`config.mk`:
```
export PLATFORM = sky130hd
export DESIGN_NAME = hdr_fetch_flat
export DESIGN_NICKNAME = d
export VERILOG_FILES = /design/src/rtl/hdr_fetch_if.sv /design/src/rtl/hdr_fetch.sv /design/src/flat_wrapper.sv
export SDC_FILE = /design/constraint.sdc
export NUM_CORES = 2
export LEC_CHECK = 0
export CORE_ASPECT_RATIO = 1.25
export CORE_MARGIN = 3
export CORE_UTILIZATION = 55
export CTS_BUF_LIST = sky130_fd_sc_hd__clkbuf_16
export DETAILED_ROUTE_END_ITERATION = 10
export DONT_BUFFER_PORTS = 1
export PLACE_DENSITY = 0.73
export SLEW_MARGIN = 20
export SYNTH_ARGS = -nofsm -noshare
export SYNTH_HDL_FRONTEND = slang
export SYNTH_SLANG_ARGS = --single-unit
```
`constraint.sdc`:
```
create_clock -name clk_133M -period 10.6 [get_ports clk_133M]
set_input_delay 2.12 -clock clk_133M [delete_from_list [all_inputs] [get_ports clk_133M]]
set_output_delay 2.12 -clock clk_133M [all_outputs]
set_load 0.01 [all_outputs]
```
`src/rtl/hdr_fetch_if.sv`:
```
// hdr_fetch_if: bus bundle for hdr_fetch.
//   ram_busy, rd_req, rd_address, rd_data, rd_data_valid : SDRAM arbiter read channel
//   pix_data, pix_valid, pix_ready                       : pixel-word stream to the display path
// The master modport is the fetch engine; the slave modport is the arbiter/consumer side.
interface hdr_fetch_if;
    localparam int unsigned ADDR_W = 25;
    localparam int unsigned DATA_W = 128;

    logic              ram_busy;
    logic              rd_req;
    logic [ADDR_W-1:0] rd_address;
    logic [DATA_W-1:0] rd_data;
    logic              rd_data_valid;
    logic [DATA_W-1:0] pix_data;
    logic              pix_valid;
    logic              pix_ready;

    modport master (
        input  ram_busy,
        output rd_req,
        output rd_address,
        input  rd_data,
        input  rd_data_valid,
        output pix_data,
        output pix_valid,
        input  pix_ready
    );

    modport slave (
        output ram_busy,
        input  rd_req,
        input  rd_address,
        output rd_data,
        output rd_data_valid,
        input  pix_data,
        input  pix_valid,
        output pix_ready
    );
endinterface

```
`src/rtl/hdr_fetch.sv`:
```
// hdr_fetch: reads completed HDR frames back from SDRAM (133 MHz domain) as single-word
// 128-bit requests, buffers the returns in a small FIFO and streams them as pixel words.
// Ports:
//   clk_133M, rst_n_133M   clock and asynchronous active-low reset
//   frame_start            pulse: start (or restart) fetching a frame
//   hdr_last_frame         store-side buffer toggle; the other buffer is read
//   bus (hdr_fetch_if)     arbiter read channel + pixel stream
//   frame_active           high from frame_start until the last word is popped
//   frame_restart          pulse when frame_start aborts an active frame
//   underflow_cnt          only with HDR_FETCH_UNDERFLOW_CNT_EN: saturating stall counter
// rd_req is a same-cycle qualification of ram_busy and the credit checks so that no request
// is ever presented while the arbiter is busy.
module hdr_fetch #(
    parameter int unsigned FRAME_WORDS     = 38400,
    parameter logic [24:0] BUF0_BASE       = 25'hE1000,
    parameter logic [24:0] BUF1_BASE       = 25'h106800,
    parameter logic [24:0] ADDR_STEP       = 25'd4,
    parameter int unsigned FIFO_DEPTH      = 16,
    parameter int unsigned MAX_OUTSTANDING = 4
) (
    input  logic        clk_133M,
    input  logic        rst_n_133M,
    input  logic        frame_start,
    input  logic        hdr_last_frame,
    hdr_fetch_if.master bus,
`ifdef HDR_FETCH_UNDERFLOW_CNT_EN
    output logic [15:0] underflow_cnt,
`endif
    output logic        frame_active,
    output logic        frame_restart
);
    localparam int unsigned IC_W  = $clog2(FRAME_WORDS + 1);
    localparam int unsigned OS_W  = $clog2(MAX_OUTSTANDING + 1);
    localparam int unsigned FC_W  = $clog2(FIFO_DEPTH + 1);
    localparam int unsigned PTR_W = $clog2(FIFO_DEPTH);
    localparam int unsigned CR_W  = $clog2(FIFO_DEPTH + MAX_OUTSTANDING + 1);

    typedef enum logic [1:0] {IDLE, ISSUE, DRAIN} state_t;

    state_t            state, state_next;
    logic [IC_W-1:0]   issue_cnt, pop_cnt;
    logic [OS_W-1:0]   outstanding, outstanding_next, discard_cnt;
    logic [FC_W-1:0]   fifo_count;
    logic [PTR_W-1:0]  wr_ptr, rd_ptr;
    logic [127:0]      mem [FIFO_DEPTH];
    logic [24:0]       rd_address_q;
    logic              pix_valid_q;

    logic              restart_c, ret_c, drop_c, push_c, pop_c, last_pop_c;
    logic              credit_ok_c, issue_c;
    logic [CR_W-1:0]   live_c;
    logic [FC_W-1:0]   fifo_count_next;

    // Return/stream handshakes; returns with nothing outstanding are stale and ignored.
    assign restart_c  = frame_start && (state != IDLE);
    assign ret_c      = bus.rd_data_valid && (outstanding != '0);
    assign drop_c     = ret_c && (discard_cnt != '0);
    assign push_c     = ret_c && (discard_cnt == '0) && !frame_start;
    assign pop_c      = pix_valid_q && bus.pix_ready;
    assign last_pop_c = pop_c && !frame_start && (pop_cnt == IC_W'(FRAME_WORDS - 1));

    // Credits: words still to be discarded never land in the FIFO, so they do not reserve space.
    assign live_c      = CR_W'(fifo_count) + CR_W'(outstanding - discard_cnt);
    assign credit_ok_c = (outstanding < OS_W'(MAX_OUTSTANDING)) && (live_c < CR_W'(FIFO_DEPTH));
    assign issue_c     = (state == ISSUE) && !frame_start && !bus.ram_busy &&
                         (issue_cnt < IC_W'(FRAME_WORDS)) && credit_ok_c;

    assign bus.rd_req     = issue_c;
    assign bus.rd_address = rd_address_q;
    assign bus.pix_valid  = pix_valid_q;
    assign bus.pix_data   = mem[rd_ptr];

    // Outstanding-read bookkeeping.
    always_comb begin
        outstanding_next = outstanding;
        unique case ({issue_c, ret_c})
            2'b10:   outstanding_next = outstanding + OS_W'(1);
            2'b01:   outstanding_next = outstanding - OS_W'(1);
            default: outstanding_next = outstanding;
        endcase
    end

    assign fifo_count_next = frame_start ? '0
                           : fifo_count + FC_W'(push_c) - FC_W'(pop_c);

    // State register.
    always_ff @(posedge clk_133M or negedge rst_n_133M) begin
        if (!rst_n_133M) state <= IDLE;
        else             state <= state_next;
    end

    // Next-state logic.
    always_comb begin
        state_next = state;
        unique case (state)
            IDLE: begin
                if (frame_start) state_next = ISSUE;
            end
            ISSUE: begin
                if (frame_start) state_next = ISSUE;
                else if (issue_c && (issue_cnt == IC_W'(FRAME_WORDS - 1))) state_next = DRAIN;
            end
            DRAIN: begin
                if (frame_start)     state_next = ISSUE;
                else if (last_pop_c) state_next = IDLE;
            end
            default: state_next = IDLE;
        endcase
    end

    // Counters, pointers, address and registered outputs.
    always_ff @(posedge clk_133M or negedge rst_n_133M) begin
        if (!rst_n_133M) begin
            issue_cnt     <= '0;
            pop_cnt       <= '0;
            outstanding   <= '0;
            discard_cnt   <= '0;
            fifo_count    <= '0;
            wr_ptr        <= '0;
            rd_ptr        <= '0;
            rd_address_q  <= '0;
            pix_valid_q   <= 1'b0;
            frame_active  <= 1'b0;
            frame_restart <= 1'b0;
        end else begin
            outstanding   <= outstanding_next;
            fifo_count    <= fifo_count_next;
            pix_valid_q   <= (fifo_count_next != '0);
            frame_restart <= restart_c;
            if (frame_start) begin
                // Everything still in flight belongs to the aborted frame.
                discard_cnt  <= outstanding_next;
                rd_address_q <= hdr_last_frame ? BUF0_BASE : BUF1_BASE;
                issue_cnt    <= '0;
                pop_cnt      <= '0;
                wr_ptr       <= '0;
                rd_ptr       <= '0;
                frame_active <= 1'b1;
            end else begin
                if (drop_c)     discard_cnt  <= discard_cnt - OS_W'(1);
                if (issue_c)    rd_address_q <= rd_address_q + ADDR_STEP;
                if (issue_c)    issue_cnt    <= issue_cnt + IC_W'(1);
                if (pop_c)      pop_cnt      <= pop_cnt + IC_W'(1);
                if (push_c)     wr_ptr       <= wr_ptr + PTR_W'(1);
                if (pop_c)      rd_ptr       <= rd_ptr + PTR_W'(1);
                if (last_pop_c) frame_active <= 1'b0;
            end
        end
    end

    // FIFO storage; contents need no reset since the count gates visibility.
    always_ff @(posedge clk_133M) begin
        if (push_c) mem[wr_ptr] <= bus.rd_data;
    end

`ifdef HDR_FETCH_UNDERFLOW_CNT_EN
    logic [15:0] underflow_q;

    // Cycles where the consumer is ready inside a frame but no word is available.
    always_ff @(posedge clk_133M or negedge rst_n_133M) begin
        if (!rst_n_133M) begin
            underflow_q <= '0;
        end else if (frame_start) begin
            underflow_q <= '0;
        end else if (frame_active && bus.pix_ready && !pix_valid_q && (underflow_q != 16'hFFFF)) begin
            underflow_q <= underflow_q + 16'd1;
        end
    end

    assign underflow_cnt = underflow_q;
`endif
endmodule

```
`src/flat_wrapper.sv`:
```
// flat-port wrapper written by rule: the top's interface ports become plain ports
module hdr_fetch_flat 
#(
    parameter int unsigned FRAME_WORDS     = 38400,
    parameter logic [24:0] BUF0_BASE       = 25'hE1000,
    parameter logic [24:0] BUF1_BASE       = 25'h106800,
    parameter logic [24:0] ADDR_STEP       = 25'd4,
    parameter int unsigned FIFO_DEPTH      = 16,
    parameter int unsigned MAX_OUTSTANDING = 4
)
  (clk_133M, rst_n_133M, frame_start, hdr_last_frame, frame_active, frame_restart, bus_ram_busy, bus_rd_req, bus_rd_address, bus_rd_data, bus_rd_data_valid, bus_pix_data, bus_pix_valid, bus_pix_ready);
  hdr_fetch_if bus_i ();
  input  logic clk_133M;
  input  logic rst_n_133M;
  input  logic frame_start;
  input  logic hdr_last_frame;
  output logic frame_active;
  output logic frame_restart;
  input wire logic [$bits(bus_i.ram_busy)-1:0] bus_ram_busy;
  output wire logic [$bits(bus_i.rd_req)-1:0] bus_rd_req;
  output wire logic [$bits(bus_i.rd_address)-1:0] bus_rd_address;
  input wire logic [$bits(bus_i.rd_data)-1:0] bus_rd_data;
  input wire logic [$bits(bus_i.rd_data_valid)-1:0] bus_rd_data_valid;
  output wire logic [$bits(bus_i.pix_data)-1:0] bus_pix_data;
  output wire logic [$bits(bus_i.pix_valid)-1:0] bus_pix_valid;
  input wire logic [$bits(bus_i.pix_ready)-1:0] bus_pix_ready;
  assign bus_i.ram_busy = bus_ram_busy;
  assign bus_rd_req = bus_i.rd_req;
  assign bus_rd_address = bus_i.rd_address;
  assign bus_i.rd_data = bus_rd_data;
  assign bus_i.rd_data_valid = bus_rd_data_valid;
  assign bus_pix_data = bus_i.pix_data;
  assign bus_pix_valid = bus_i.pix_valid;
  assign bus_i.pix_ready = bus_pix_ready;
  hdr_fetch #(.FRAME_WORDS(FRAME_WORDS), .BUF0_BASE(BUF0_BASE), .BUF1_BASE(BUF1_BASE), .ADDR_STEP(ADDR_STEP), .FIFO_DEPTH(FIFO_DEPTH), .MAX_OUTSTANDING(MAX_OUTSTANDING)) u_core (.clk_133M(clk_133M), .rst_n_133M(rst_n_133M), .frame_start(frame_start), .hdr_last_frame(hdr_last_frame), .bus(bus_i), .frame_active(frame_active), .frame_restart(frame_restart));
endmodule
```
; ---- Yosys cells after proc, flatten, opt, wreduce, memory -nomap -nowiden
; Memory sizes are Yosys's and may differ from the RTL's.
; Cells that the tools add are included.
[totals]
register_bits = 81
memories = 1
mem_bits_rw = 2048
wordCells = 90
rom_bits = 0
latch_bits = 0
output_inout_bits = 157
[memory_table]
columns = memory, words, width, rd, rd_clocked_by_memory_dff, wr, line
row1 = u_core.mem, 16, 128, 1, 0, 1, hdr_fetch.sv:45  ; logic [127:0] mem [FIFO_DEPTH];
[classes]
add_sub_neg = 12
magnitude_cmp = 3
bitwise_logic = 0
div_mod_pow = 0
reduce_logical = 28
mul = 0
mux = 25
shifts = 0
eq_ne = 9
[ops]
columns = cell, count
row1 = $mux 16, 4
row2 = $mux 25, 2
row3 = $add 16x1->16 const B, 2
row4 = $eq 16x16->1 const B, 2
row5 = $add 25x3->25 const B, 1
row6 = $mux 21, 1
row7 = $lt 16x16->1 const B, 1
row8 = $mux 4, 4
row9 = $logic_and 1x1->1, 14
row10 = $reduce_bool 2->1, 6
row11 = $mux 2, 5
row12 = $add 4x1->4 const B, 2
row13 = $mux 3, 2
row14 = $pmux 2 s3, 1
row15 = $pmux 3 s2, 1
row16 = $reduce_bool 3->1, 2
row17 = $sub 3x1->3 const B, 2
row18 = $add 5x1->5, 1
row19 = $add 5x5->5, 1
row20 = $lt 5x5->1 const B, 1
row21 = $mux 5, 1
row22 = $reduce_bool 5->1, 1
row23 = $sub 5x1->5, 1
row24 = $eq 2x1->1 const B, 2
row25 = 12 further kinds, 17

; ---- Longest topological paths before layout
[depth]
word_depth = 9
depth_mapped = 19
depth_no_buf = 17

; ---- Worst setup path before layout
; OpenSTA, ideal clock, no wires.
[synth_timing]
kind = in2reg
start = input bus_rd_data_valid
end = memory u_core.mem[0][0] (enable)
t_arrival_ps = 12100
path_buffers = 1
path_slack_ps = -2299
stages = 6
required_ps = 9802
path_cell_list = o31ai_1 inv_1 and3_1 clkbuf_1 and3_1 nor3b_1
[synth_via]
elab_chain_len = 5
[synth_rtl]
columns = item, line
row1 = start: declaration, flat_wrapper.sv:23  ; input wire logic [$bits(bus_i.rd_data_valid)-1:0] bus_rd_data_valid;
row2 = $logic_and 1x1->1, hdr_fetch.sv:56  ; assign ret_c = bus.rd_data_valid && (outstanding != '0);
row3 = $logic_and 1x1->1 (2 in series), hdr_fetch.sv:58  ; assign push_c = ret_c && (discard_cnt == '0) && !frame_start;
row4 = $mux 1, hdr_fetch.sv:153  ; if (push_c) mem[wr_ptr] <= bus.rd_data;
row5 = $mux 1 (implied by the code), hdr_fetch.sv:153
row6 = end: declaration, hdr_fetch.sv:45
; No other way between the ends.

; ---- Worst setup path in the final report
[layout_timing]
start = register u_core.rd_ptr[1]
end = output bus_pix_data[83]
[layout_via]
elab_chain_len = 1
[layout_rtl]
columns = item, line
row1 = start: declaration, hdr_fetch.sv:44  ; logic [PTR_W-1:0] wr_ptr, rd_ptr;
row2 = start signal: assignment, hdr_fetch.sv:145  ; if (pop_c) rd_ptr <= rd_ptr + PTR_W'(1);
row3 = $mem_v2 16x128, --
row4 = end: declaration, flat_wrapper.sv:24  ; output wire logic [$bits(bus_i.pix_data)-1:0] bus_pix_data;
; No other way between the ends.

==> impl_metrics.ini <==
[clock_tree]
insertion_delay_ns = 0.83
numClockSinks = 2127
cts_buffer_depth = 3
ctsHoldBuffers = 0
cts_tree = yes
post_cts_buffers = 0
path_clk_slew_ns = 0.06
htree_num_levels = 4
cts_root_buf = clkbuf_16
post_cts_resized = 0
cts_buffers = 194

[final_layout]
synthToLayoutAreaGrowth_pct = 10.4
fillCellCount = 10300
multi_input_area_sq_um = 18100
drive_above_1_share = 0.167
design_area_sq_um = 91000
num_antenna_cells = 0
regArea_sq_um = 63500
nNetsFinal = 4479

[worst_setup_path]
r2r-start = u_core.discard_cnt[1]
required_ns = 8.48
critPathMaxFanout = 58
critPathKind = reg -> out
worstPathArrival_ns = 4.70
worst_setup_path_end_kind = output port
startpoint_type = flop
startpoint = u_core.rd_ptr[1]

[route]
ant_nets = 0
drtIter0Drc = 4272
routedWlPerCell_um = 28.9
route.detailed.drc = 0
firstDrtPassIters = 7
vias = 41300
viasPerCell = 6.37
routed_wl_mm = 187

[synthesis]
synth-seq-cells = 2127
synth.distinct_cells = 65
synth_warnings = 0
synth_ff_type = edfxtp_1
synthArstFlopShare = 0.0371
synth_top_area_frac = 0.746
syn-mean-instance-area_sq_um = 19.2
synthesis.area_sq_um = 82500
ys_seq_area_frac = 0.770
ys_top_cells_by_area = edfxtp_1 (75%), mux4_2 (7.0%), mux2i_1 (4.7%), dfrtp_1 (2.4%), mux2_2 (1.8%)
synth-edff-count = 2048
yosysTopAreaCell = edfxtp_1
synthCells = 4290

[status]
status = completed

[placed_design]
placed_cell_area_sq_um = 84900
place_ws_ns = 4.70
dpl.hpwl_mm = 92.4
numPortBuffers = 0
place_congestion = 0.777

[die]
coreArea_sq_um = 149000
die_height_um = 439
die_w_um = 352
dieArea_sq_um = 155000
placement_rows = 158
ios = 292
start_util = 0.555

[sta]
slew_headroom = 0.198
hold_violations = 0
setup-tns-final_ns = 0
finalSetupViolations = 0
fmax_mhz = 147
rsz0062_at_grt = no
maxSlewViolCount = 0
min_period_ns = 6.82
final.setup.worst_slack_ns = 3.78
worstMarginPinSlew_ns = 1.20
fin_crit_sh = 0.643
finClkSkew_ns = 0.0271

[pwr]
ir_drop_mv = 0.255
powerDensity_nw_per_um2 = 202
p_leak_nw = 28.7

[hold_path]
worstHoldStart = u_core.state[1]
hold_path_class = reg -> reg

[global_route]
grt_antenna_before_repair = 1
gr-total-overflow = 0
grt_max_degree = 153
grt_pass1_vias = 41800
grtUsageTotal = 0.242
grt_pass1_wl_mm = 277

[flow_run]
maxCapViolCount = 0
-- cell usage after synthesis (10+ instances only) --
master and n:
nor2_1 59, xnor2_1 16, mux2_2 130, edfxtp_1 2048
buf_2 33, mux2i_1 390, nand4_1 10, o21ai_0 266
xor2_1 19, and3_1 13, buf_1 37, nand3_1 22
mux4_2 256, a221oi_1 128, or4_1 11, ha_1 22
dfrtp_1 79, inv_1 30, nand2_1 174, o31ai_1 14
a22oi_1 129, a21oi_1 156, clkbuf_1 162
-- through the flow --
step	instances	hold slack, ns	total power, W	utilization
after floorplan	4291	0.473	0.0113	-
after global placement	6122	0.509	0.0118	0.571
after detailed placement	6123	0.517	0.0118	0.571
after CTS	6475	0.531	0.0185	0.612
after global routing	6475	0.548	0.0190	0.612
final	6475	0.530	0.0184	0.612
-- per-layer routing --
metal | up-vias | global-route usage | wire [um]
met5 | - | 0 | 0
met4 | 0 | 0.0641 | 4030
met3 | 313 | 0.0585 | 15600
met2 | 1707 | 0.401 | 93400
met1 | 21600 | 0.324 | 73800
li1 | 17600 | - | -
-- registers in the layout, indices dropped and copies added (netlist names) --
name and flops:
u_core.bus.pix_valid 1, u_core.bus.rd_address 23, u_core.discard_cnt 3, u_core.fifo_count 5, u_core.frame_active 1, u_core.frame_restart 1
u_core.issue_cnt 16, u_core.mem 2048, u_core.outstanding 3, u_core.pop_cnt 16, u_core.rd_ptr 4, u_core.state 2
u_core.wr_ptr 4
-- layout by cell type, fill, tap and decap left out, drive strengths merged, types with 13 or more instances in the layout --
cell	Yosys	layout
mux2i	390	390
nor2	59	59
edfxtp	2048	2048
o21ai	269	269
inv	30	89
dfrtp	79	79
nand2	174	174
a22oi	129	129
ha	22	22
a221oi	128	128
mux4	256	256
mux2	130	130
and3	13	13
bufinv	0	15
o31ai	14	14
xor2	19	19
clkinv	1	73
buf	72	66
a21oi	156	156
clkbuf	162	199
xnor2	16	16
nand3	22	22
-- where the power goes --
part / leakage (nW) / total, W / switching [W] / internal (W)
Sequential: 19.4 / 0.00941 / 0.0000950 / 0.00931
Combinational: 6.06 / 0.00222 / 0.00121 / 0.00101
Clock: 3.16 / 0.00675 / 0.00299 / 0.00376
Total: 28.7 / 0.0184 / 0.00429 / 0.0141
-- worst max-delay path: stages, from the launching register on --
cell and delay, ns:
dfrtp_4 0.75, nand2_4 0.57, buf_4 0.66, buf_4 0.90, o21ai_0 0.24, a21oi_1 0.27
o21ai_0 0.13, nand2_1 0.30
-- cell families (layout without fill, tap and decap cells) --
logic type | after synthesis | count (layout) | synth area share
DFF | 2127 | 2127 | 0.770
adders and majority gates | 25 | 25 | 0.00407
and+or+nand+nor | 335 | 335 | 0.0189
muxes | 776 | 776 | 0.135
xor gates and xnor gates | 35 | 35 | 0.00372
other | 1 | 2 | 0.0000455
AOI/OAI and AO/OA | 726 | 726 | 0.0558
buffers and inverters | 265 | 449 | 0.0127
-- area by class of cell --
type | count | area share
inverters | 31 | 0.00128
multi-input cells | 1899 | 0.199
clock inverters | 153 | 0.0126
flip-flops and latches | 2127 | 0.698
repair buffers | 66 | 0.00778
well taps | 2000 | 0.0275
clock buffers | 199 | 0.0547
-- path summary, 6_finish.rpt --
check	endpoint	slack, ns	depth (start not counted)
max reg2reg	u_core.mem[1][67]	6.48	7
min in group asynchronous	u_core.discard_cnt[2]	1.01	0
max in group asynchronous	u_core.rd_ptr[1]	9.47	0
min reg2reg	u_core.frame_restart	0.53	2
min	u_core.frame_restart	0.53	2
max	bus_pix_data[83]	3.78	7
Power figures use the tool's default switching activity.
